--- config.mk ---
export PLATFORM = sky130hd
export DESIGN_NAME = mult_accum
export DESIGN_NICKNAME = d
export VERILOG_FILES = /design/src/rtl/mult_accum_pkg.sv /design/src/rtl/mult_accum.sv
export SDC_FILE = /design/constraint.sdc
export NUM_CORES = 1
export LEC_CHECK = 0
export ABC_AREA = 1
export ABC_CLOCK_PERIOD_IN_PS = 2650
export BUFFER_PORTS_ARGS = -buffer_cell sky130_fd_sc_hd__buf_2
export CELL_PAD_IN_SITES_DETAIL_PLACEMENT = 0
export CELL_PAD_IN_SITES_GLOBAL_PLACEMENT = 2
export CORE_MARGIN = 8
export CORE_UTILIZATION = 30
export CTS_CLUSTER_DIAMETER = 200
export CTS_CLUSTER_SIZE = 30
export DETAILED_ROUTE_END_ITERATION = 7
export PLACE_DENSITY = 0.76
export REMOVE_ABC_BUFFERS = 1
export SETUP_SLACK_MARGIN = 0.5
export SLEW_MARGIN = 20
export SYNTH_ARGS = -nofsm -noshare
export SYNTH_HDL_FRONTEND = slang
export SYNTH_SLANG_ARGS = --single-unit
--- constraint.sdc ---
create_clock -name clk -period 2.65 [get_ports clk]
set_clock_uncertainty 0.2 [all_clocks]
set_input_delay 0.265 -clock clk [delete_from_list [all_inputs] [get_ports clk]]
set_output_delay 0.265 -clock clk [all_outputs]
set_load 0.01 [all_outputs]
--- src/rtl/mult_accum_pkg.sv ---
// Shared definitions for the product accumulator: default sizes and FSM encoding.
package mult_accum_pkg;

  localparam int ACC_W_DEF     = 12;
  localparam int MAX_TERMS_DEF = 16;
  localparam int CNT_W         = 5;

  typedef enum logic [1:0] {
    ST_IDLE = 2'd0,
    ST_ACC  = 2'd1,
    ST_HOLD = 2'd2
  } state_e;

  // Term count after accepting one more product; an empty block starts from zero.
  function automatic logic [CNT_W-1:0] next_count(input state_e st,
                                                  input logic [CNT_W-1:0] cnt);
    logic [CNT_W-1:0] base;
    if (st == ST_ACC) begin
      base = cnt;
    end else begin
      base = {CNT_W{1'b0}};
    end
    return base + 5'd1;
  endfunction

endpackage

--- src/rtl/mult_accum.sv ---
// Accumulates groups of 8-bit products from an upstream multiplier and presents
// each group's sum and term count through a valid/ready output handshake.
module mult_accum
  import mult_accum_pkg::*;
#(
  parameter int ACC_W     = ACC_W_DEF,
  parameter int MAX_TERMS = MAX_TERMS_DEF
) (
  input  logic             clk,
  input  logic             rst_n,
  input  logic             in_valid,
  output logic             in_ready,
  input  logic [7:0]       in_prod,
  input  logic             in_last,
  output logic             out_valid,
  input  logic             out_ready,
  output logic [ACC_W-1:0] out_sum,
  output logic [4:0]       out_count
);

  localparam logic [CNT_W-1:0] MAX_CNT = CNT_W'(MAX_TERMS);

  state_e           state_q, state_d;
  logic [ACC_W-1:0] acc_q, acc_d;
  logic [CNT_W-1:0] count_q, count_d;
  logic [ACC_W-1:0] out_sum_q, out_sum_d;
  logic [4:0]       out_count_q, out_count_d;

  logic [ACC_W-1:0] base_acc_s;
  logic [ACC_W-1:0] sum_s;
  logic [CNT_W-1:0] cnt_next_s;
  logic             in_fire_s;

  // Next-state, accumulator and result computation for the IDLE/ACC/HOLD machine.
  always_comb begin
    state_d     = state_q;
    acc_d       = acc_q;
    count_d     = count_q;
    out_sum_d   = out_sum_q;
    out_count_d = out_count_q;

    in_fire_s  = in_valid && (state_q != ST_HOLD);
    cnt_next_s = next_count(state_q, count_q);
    if (state_q == ST_ACC) begin
      base_acc_s = acc_q;
    end else begin
      base_acc_s = {ACC_W{1'b0}};
    end
    sum_s = base_acc_s + ACC_W'(in_prod);

    case (state_q)
      ST_IDLE, ST_ACC: begin
        if (in_fire_s) begin
          if (in_last || (cnt_next_s == MAX_CNT)) begin
            // Closing product: latch the result; acc/count are cleared on hand-off.
            out_sum_d   = sum_s;
            out_count_d = cnt_next_s;
            state_d     = ST_HOLD;
          end else begin
            acc_d   = sum_s;
            count_d = cnt_next_s;
            state_d = ST_ACC;
          end
        end else begin
          state_d = state_q;
        end
      end
      ST_HOLD: begin
        if (out_ready) begin
          acc_d   = {ACC_W{1'b0}};
          count_d = {CNT_W{1'b0}};
          state_d = ST_IDLE;
        end else begin
          state_d = ST_HOLD;
        end
      end
      default: begin
        acc_d   = {ACC_W{1'b0}};
        count_d = {CNT_W{1'b0}};
        state_d = ST_IDLE;
      end
    endcase
  end

  // State, accumulator, counter and result registers with asynchronous clear.
  always_ff @(posedge clk or negedge rst_n) begin
    if (!rst_n) begin
      state_q     <= ST_IDLE;
      acc_q       <= {ACC_W{1'b0}};
      count_q     <= {CNT_W{1'b0}};
      out_sum_q   <= {ACC_W{1'b0}};
      out_count_q <= 5'd0;
    end else begin
      state_q     <= state_d;
      acc_q       <= acc_d;
      count_q     <= count_d;
      out_sum_q   <= out_sum_d;
      out_count_q <= out_count_d;
    end
  end

  // Handshake flags are pure decodes of the state register.
  assign out_valid = (state_q == ST_HOLD);
  assign in_ready  = (state_q != ST_HOLD);
  assign out_sum   = out_sum_q;
  assign out_count = out_count_q;

endmodule

==> results.toml, run 1 <==
[status]
outcome = "completed"

[global_routing]
grt_max_degree = 37
track_usage = 0.123
gr-total-overflow = 0
grt_pass1_wl_um = 9720
grt_pass1_vias = 1972
antenna_found_initial = 0

[timing]
final_hold_viol_count = 0
finalCritPeriodShare = 0.852
period_minus_slack_ns = 2.26
finalMaxSlewViolations = 0
relSlewSlack = 0.428
rsz0062_at_grt = "true"
finalSetupTns_ns = 0
max_freq_mhz = 443
setup_violations = 0
tightest_slew_ns = 0.857

[clock_network]
cts_tree = "built"
clock-sinks = 36
htree_levels = 2
cts_buffer_depth = 2
cts_inserted_buffers = 5
clk_pin_slew_ns = 0.07
root_buffer = "clkbuf_8"
clkLatencyLatePin_ns = 0.29

[logic_synthesis]
ys_ff_latch = 36
ys_top_cells_by_area = "dfrtp_1, nand2_1, ha_1, inv_1, nand2_2"
yosysTopAreaCell = "dfrtp_1"
yosysWarnings = 0
avgSynthCellArea_um2 = 7.70
synth_cell_types = 29
synth_top_cell_area_share = 0.415
synth-seq-area-share = 0.415
synth_cells = 282
synth_area_um2 = 2170

[routing]
drt_drc_violations_left = 0
drtIter0Drc = 47
wl_per_cell_um = 13.7
viasPerCell = 4.40
ant_nets = 0
wl_um = 6240
first_pass_iters = 5
vias = 1997

[min_path]
worstHoldPathType = "in2reg"

[setup_path]
crit_path_start_kind = "flip-flop"
endpoint_kind = "flip-flop"
path_class = "reg2reg"
critPathRequiredTime_ns = 2.63
cp_max_fo = 7
worstPathArrival_ns = 2.24

[placement]
gp_congestion = 0.767
io_buffers = 31
dp.cells = 410
hpwl_um = 3940

[floorplanning]
die_w_um = 101
core_area_um2 = 7140
initial_core_util = 0.304
die_y_um = 101
dieArea_um2 = 10200
pin_count = 32
rows = 31

[cells_and_area]
antenna_cells = 0
finalNetCount = 379
final_cell_count_no_fill = 454
drive_gt1_frac = 0.425
area_growth_pct = 43.7

[power_and_ir_drop]
vdd_drop_max_uv = 222
leakage_nw = 1.64
power_density_nw_per_um2 = 730

[run]
maxCapViolations = 0
synthesized netlist by cell type:
cell,n
nand2_4,2
o21bai_1,1
clkbuf_1,1
nor2_1,17
fa_1,1
buf_6,3
buf_12,1
nand2_2,15
nand4_1,6
ha_1,10
nand3_1,14
nand3_2,2
a21oi_1,6
nor2_2,3
nor3_4,1
nand3_4,1
nor2_4,1
a31oi_1,1
or2_2,1
a22oi_1,1
xnor2_1,2
inv_1,30
nand2_1,113
buf_4,1
dfrtp_1,36
xor2_1,5
nand3b_1,1
o21ai_0,2
inv_2,4
cell usage in the layout, fill, tap and decap left out, types with 2 or more instances in the layout:
cell and instances:
nand2_4 6, ha_4 5, inv_1 28, nor2_1 10, clkbuf_16 2, a21oi_2 3
xor2_1 4, ha_1 4, buf_4 29, nand3_1 9, buf_2 31, clkbuf_8 5
inv_2 4, nand2_2 24, nand4_1 6, buf_6 7, xnor2_2 2, nand3_4 3
nor2_4 5, nor2_2 6, nand3_2 5, dfrtp_1 35, nand2_1 99, a21oi_1 3
power by group:
group          internal (W)  switching (W)
clock network      0.000179       0.000203
logic              0.000502       0.000592
registers          0.000700       0.000103
total               0.00138       0.000898
cells by family (layout without fill, tap and decap cells):
logic type / count (synthesis) / in the layout / synth area share
simple gates: 177 / 177 / 0.373
flops: 36 / 36 / 0.415
compound gates: 11 / 11 / 0.0282
fa+ha+maj: 11 / 11 / 0.0669
buf+inv: 40 / 113 / 0.0888
xor+xnor: 7 / 7 / 0.0282
final cells by class:
type / instances / area, µm²
fillers: 749 / 4020
multi-input cells: 206 / 1330
flip-flops and latches: 36 / 902
repair buffers: 72 / 547
inverters: 34 / 138
well taps: 99 / 124
clock buffers: 6 / 72.6
clock inverters: 1 / 5.00
final timing paths:
kind / from / end / slack, ns / cells past startpoint
worst max-delay path: state_q[1] / count_q[0] / 0.39 / 15
worst min-delay path: out_ready / state_q[1] / 0.13 / 3
worst max register to register: state_q[1] / count_q[0] / 0.39 / 15
worst min register to register: acc_q[2] / acc_q[2] / 0.28 / 2
max in group asynchronous: rst_n / state_q[0] / 1.25 / 2
min in group asynchronous: rst_n / out_sum[2] / 0.42 / 2
routing by layer:
metal | GRT usage | share of wire
met5 | 0 | 0
met4 | 0.0584 | 0.022
met3 | 0.0256 | 0.030
met2 | 0.193 | 0.48
met1 | 0.157 | 0.47
what timing repair did:
item	CTS	global route
pin swaps	20	22
setup endpoints to repair	35	35
hold buffers	1	0
endpoints found under the hold margin	36	0
cloned	1	2
setup buffers	26	7
gates resized for setup	51	23
through the flow:
step	worst slack [ns]	utilization	power, W	cell area, µm²	hold slack, ns
global route	0.263	0.437	0.00244	3120	0.130
CTS	0.452	0.409	0.00216	2920	0.114
global placement	0.125	0.338	0.00152	2410	0.220
detailed placement	0.0861	0.338	0.00152	2410	0.231
finish	0.391	0.437	0.00228	3120	0.127
floorplan	0.280	-	0.00126	2110	-0.231
critical path: stages, from the launching register on:
cell	delay, ns
dfrtp_1	0.40
inv_2	0.10
nand2_4	0.10
inv_2	0.10
nand2_4	0.06
buf_4	0.13
buf_4	0.12
buf_4	0.12
buf_4	0.12
buf_4	0.12
buf_4	0.12
buf_4	0.12
buf_4	0.12
buf_4	0.11
nand2_1	0.05
nand2_1	0.05
flip-flops by register name (all words and copies together), names as in the netlist:
name       count
count_q        5
out_sum       12
acc_q         12
state_q        2
out_count      5
Power figures use the tool's default switching activity.
==> run 2: changes to the inputs <==
--- a/config.mk
+++ b/config.mk
@@ -17,7 +17,6 @@
 export DETAILED_ROUTE_END_ITERATION = 7
 export PLACE_DENSITY = 0.76
 export REMOVE_ABC_BUFFERS = 1
-export SETUP_SLACK_MARGIN = 0.5
 export SLEW_MARGIN = 20
 export SYNTH_ARGS = -nofsm -noshare
 export SYNTH_HDL_FRONTEND = slang
==> results.toml, run 2 (synthesized netlist as in run 1, its figures left out) <==
[clock_network]
cts_inserted_buffers = 5
clkLatencyLatePin_ns = 0.29
clk_pin_slew_ns = 0.07
root_buffer = "clkbuf_8"
cts_buffer_depth = 2
htree_levels = 2
clock-sinks = 36
cts_tree = "built"

[min_path]
hold_end = "state_q[0]"
min_path_cells = 4
worstHoldPathType = "in2reg"
hold_start = "in_last"

[placement]
hpwl_um = 3940
io_buffers = 31
gp_congestion = 0.767
dp_slack_ns = 0.0861

[setup_path]
critPathBufInv = 4
critPathMostFrequentCell = "nand2_1"
crit_chain = "inv_4 > nand2_4 > inv_2 > nand2_1 > inv_1 > ha_2 > nand3_1 > nand2_1 > nand2_1 > nor2_4 > nand3_2 > nand2_4 > nand2_2 > buf_4 > nand2_1 > o21ai_0"
cp-startpoint = "state_q[1]"
max_stage_delay_ns = 0.45
path_class = "reg2reg"
cp_max_fo = 9
crit_family = "simple AND/OR/NAND/NOR gates"
critPathRequiredTime_ns = 2.61
crit_path_start_kind = "flip-flop"
reg2reg_setup_slack_ns = 0.24
critPathSlowestCell = "dfrtp_2"
r2r-end = "out_count[0]"
r2r-start = "state_q[1]"
worstRegToRegCells = 16
worstPathArrival_ns = 2.38
endpoint_kind = "flip-flop"

[timing]
tightest_slew_ns = 0.831
max_freq_mhz = 415
setup_violations = 0
final_hold_viol_count = 0
finalCritPeriodShare = 0.910
period_minus_slack_ns = 2.41
relSlewSlack = 0.446
fin_ws_ns = 0.238
finalMaxSlewViolations = 0

[cells_and_area]
layout_common_cells = "nand2_1, dfrtp_1, buf_2"
antenna_cells = 0
final_common_cell = "nand2_1"
fillers = 809
finalNetCount = 349
area_growth_pct = 19.1
drive_gt1_frac = 0.252
final_util = 0.362

[power_and_ir_drop]
leakage_nw = 1.44
power_density_nw_per_um2 = 742
vdd_drop_max_uv = 213

[floorplanning]
dieArea_um2 = 10200
die_y_um = 101
die_w_um = 101
core_area_um2 = 7140
rows = 31
pin_count = 32
initial_core_util = 0.304

[global_routing]
gr-total-overflow = 0
grt_max_degree = 37
antenna_found_initial = 0
track_usage = 0.112
grt_pass1_vias = 1778
grt_pass1_wl_um = 8870

[routing]
viasPerCell = 4.30
vias = 1822
wl_per_cell_um = 12.7
drt_drc_violations_left = 0
drtIter0Drc = 50
wl_um = 5390
first_pass_iters = 4
ant_nets = 0

[status]
outcome = "completed"

[run]
maxCapViolations = 0
run 2: cell types whose count changed in the layout (fill, tap and decap cells not counted), moves of 7 or more:
| cell | before | now |
|---|---|---|
| buf_6 | 7 | 0 |
| nand2_2 | 24 | 15 |
| nor2_1 | 10 | 17 |
| nand2_1 | 99 | 113 |
| buf_4 | 29 | 8 |
run 2: worst max-delay path by stage:
stage	cells after the start	slack, ns	endpoint
floorplan	16	0.28	out_sum[8]
CTS	14	0.06	count_q[2]
finish	16	0.24	out_count[0]
detailed placement	14	0.09	count_q[2]
global placement	14	0.13	count_q[2]
global route	16	-0.007	out_count[0]
run 2: worst reg2reg max path: cells and delay by family, from the launching register on:
| kind | cells | cell delay (ns) |
|---|---|---|
| and+or+nand+nor | 10 | 0.89 |
| DFF | 1 | 0.45 |
| buffers and inverters | 4 | 0.45 |
| adders and majority gates | 1 | 0.21 |
| AOI/OAI and AO/OA | 1 | 0.08 |
run 2: report_power, final:
| part | internal (W) | switching (W) | total, W |
|---|---|---|---|
| clock | 0.000179 | 0.000202 | 0.000381 |
| sequential | 0.000701 | 0.0000982 | 0.000799 |
| combinational | 0.000281 | 0.000458 | 0.000739 |
| total | 0.00116 | 0.000758 | 0.00192 |
run 2: timing repair:
action,CTS,global route
buffers inserted,0,4
hold buffers,1,0
resized for setup,0,9
endpoints found under the hold margin,36,0
endpoints found under the setup margin,0,34
run 2: through the flow:
stage	cell area, µm²	TNS (ns)	total power, W	cells	hold slack (ns)
after floorplan	2110	0	0.00126	276	-0.231
after global placement	2410	0	0.00152	410	0.220
after detailed placement	2410	0	0.00152	410	0.231
after CTS	2500	0	0.00191	418	0.0908
after global routing	2590	-0.00724	0.00207	424	0.126
final	2590	0	0.00192	424	0.100
run 2: area by class of cell:
cell class              count  area, µm²  area share
inverters                  34        131      0.0508
multi-input cells         208       1120       0.435
clock buffers               6       72.6      0.0281
clock inverters             1       5.00     0.00194
well taps                  99        124      0.0479
repair buffers             40        225      0.0871
flip-flops and latches     36        903       0.349
run 2: per-layer routing:
layer	wire length (µm)	global-route usage	vias to the layer above
li1	-	-	959
met1	2610	0.147	835
met2	2500	0.169	21
met3	173	0.0256	7
met4	110	0.0550	0
met5	0	0	-
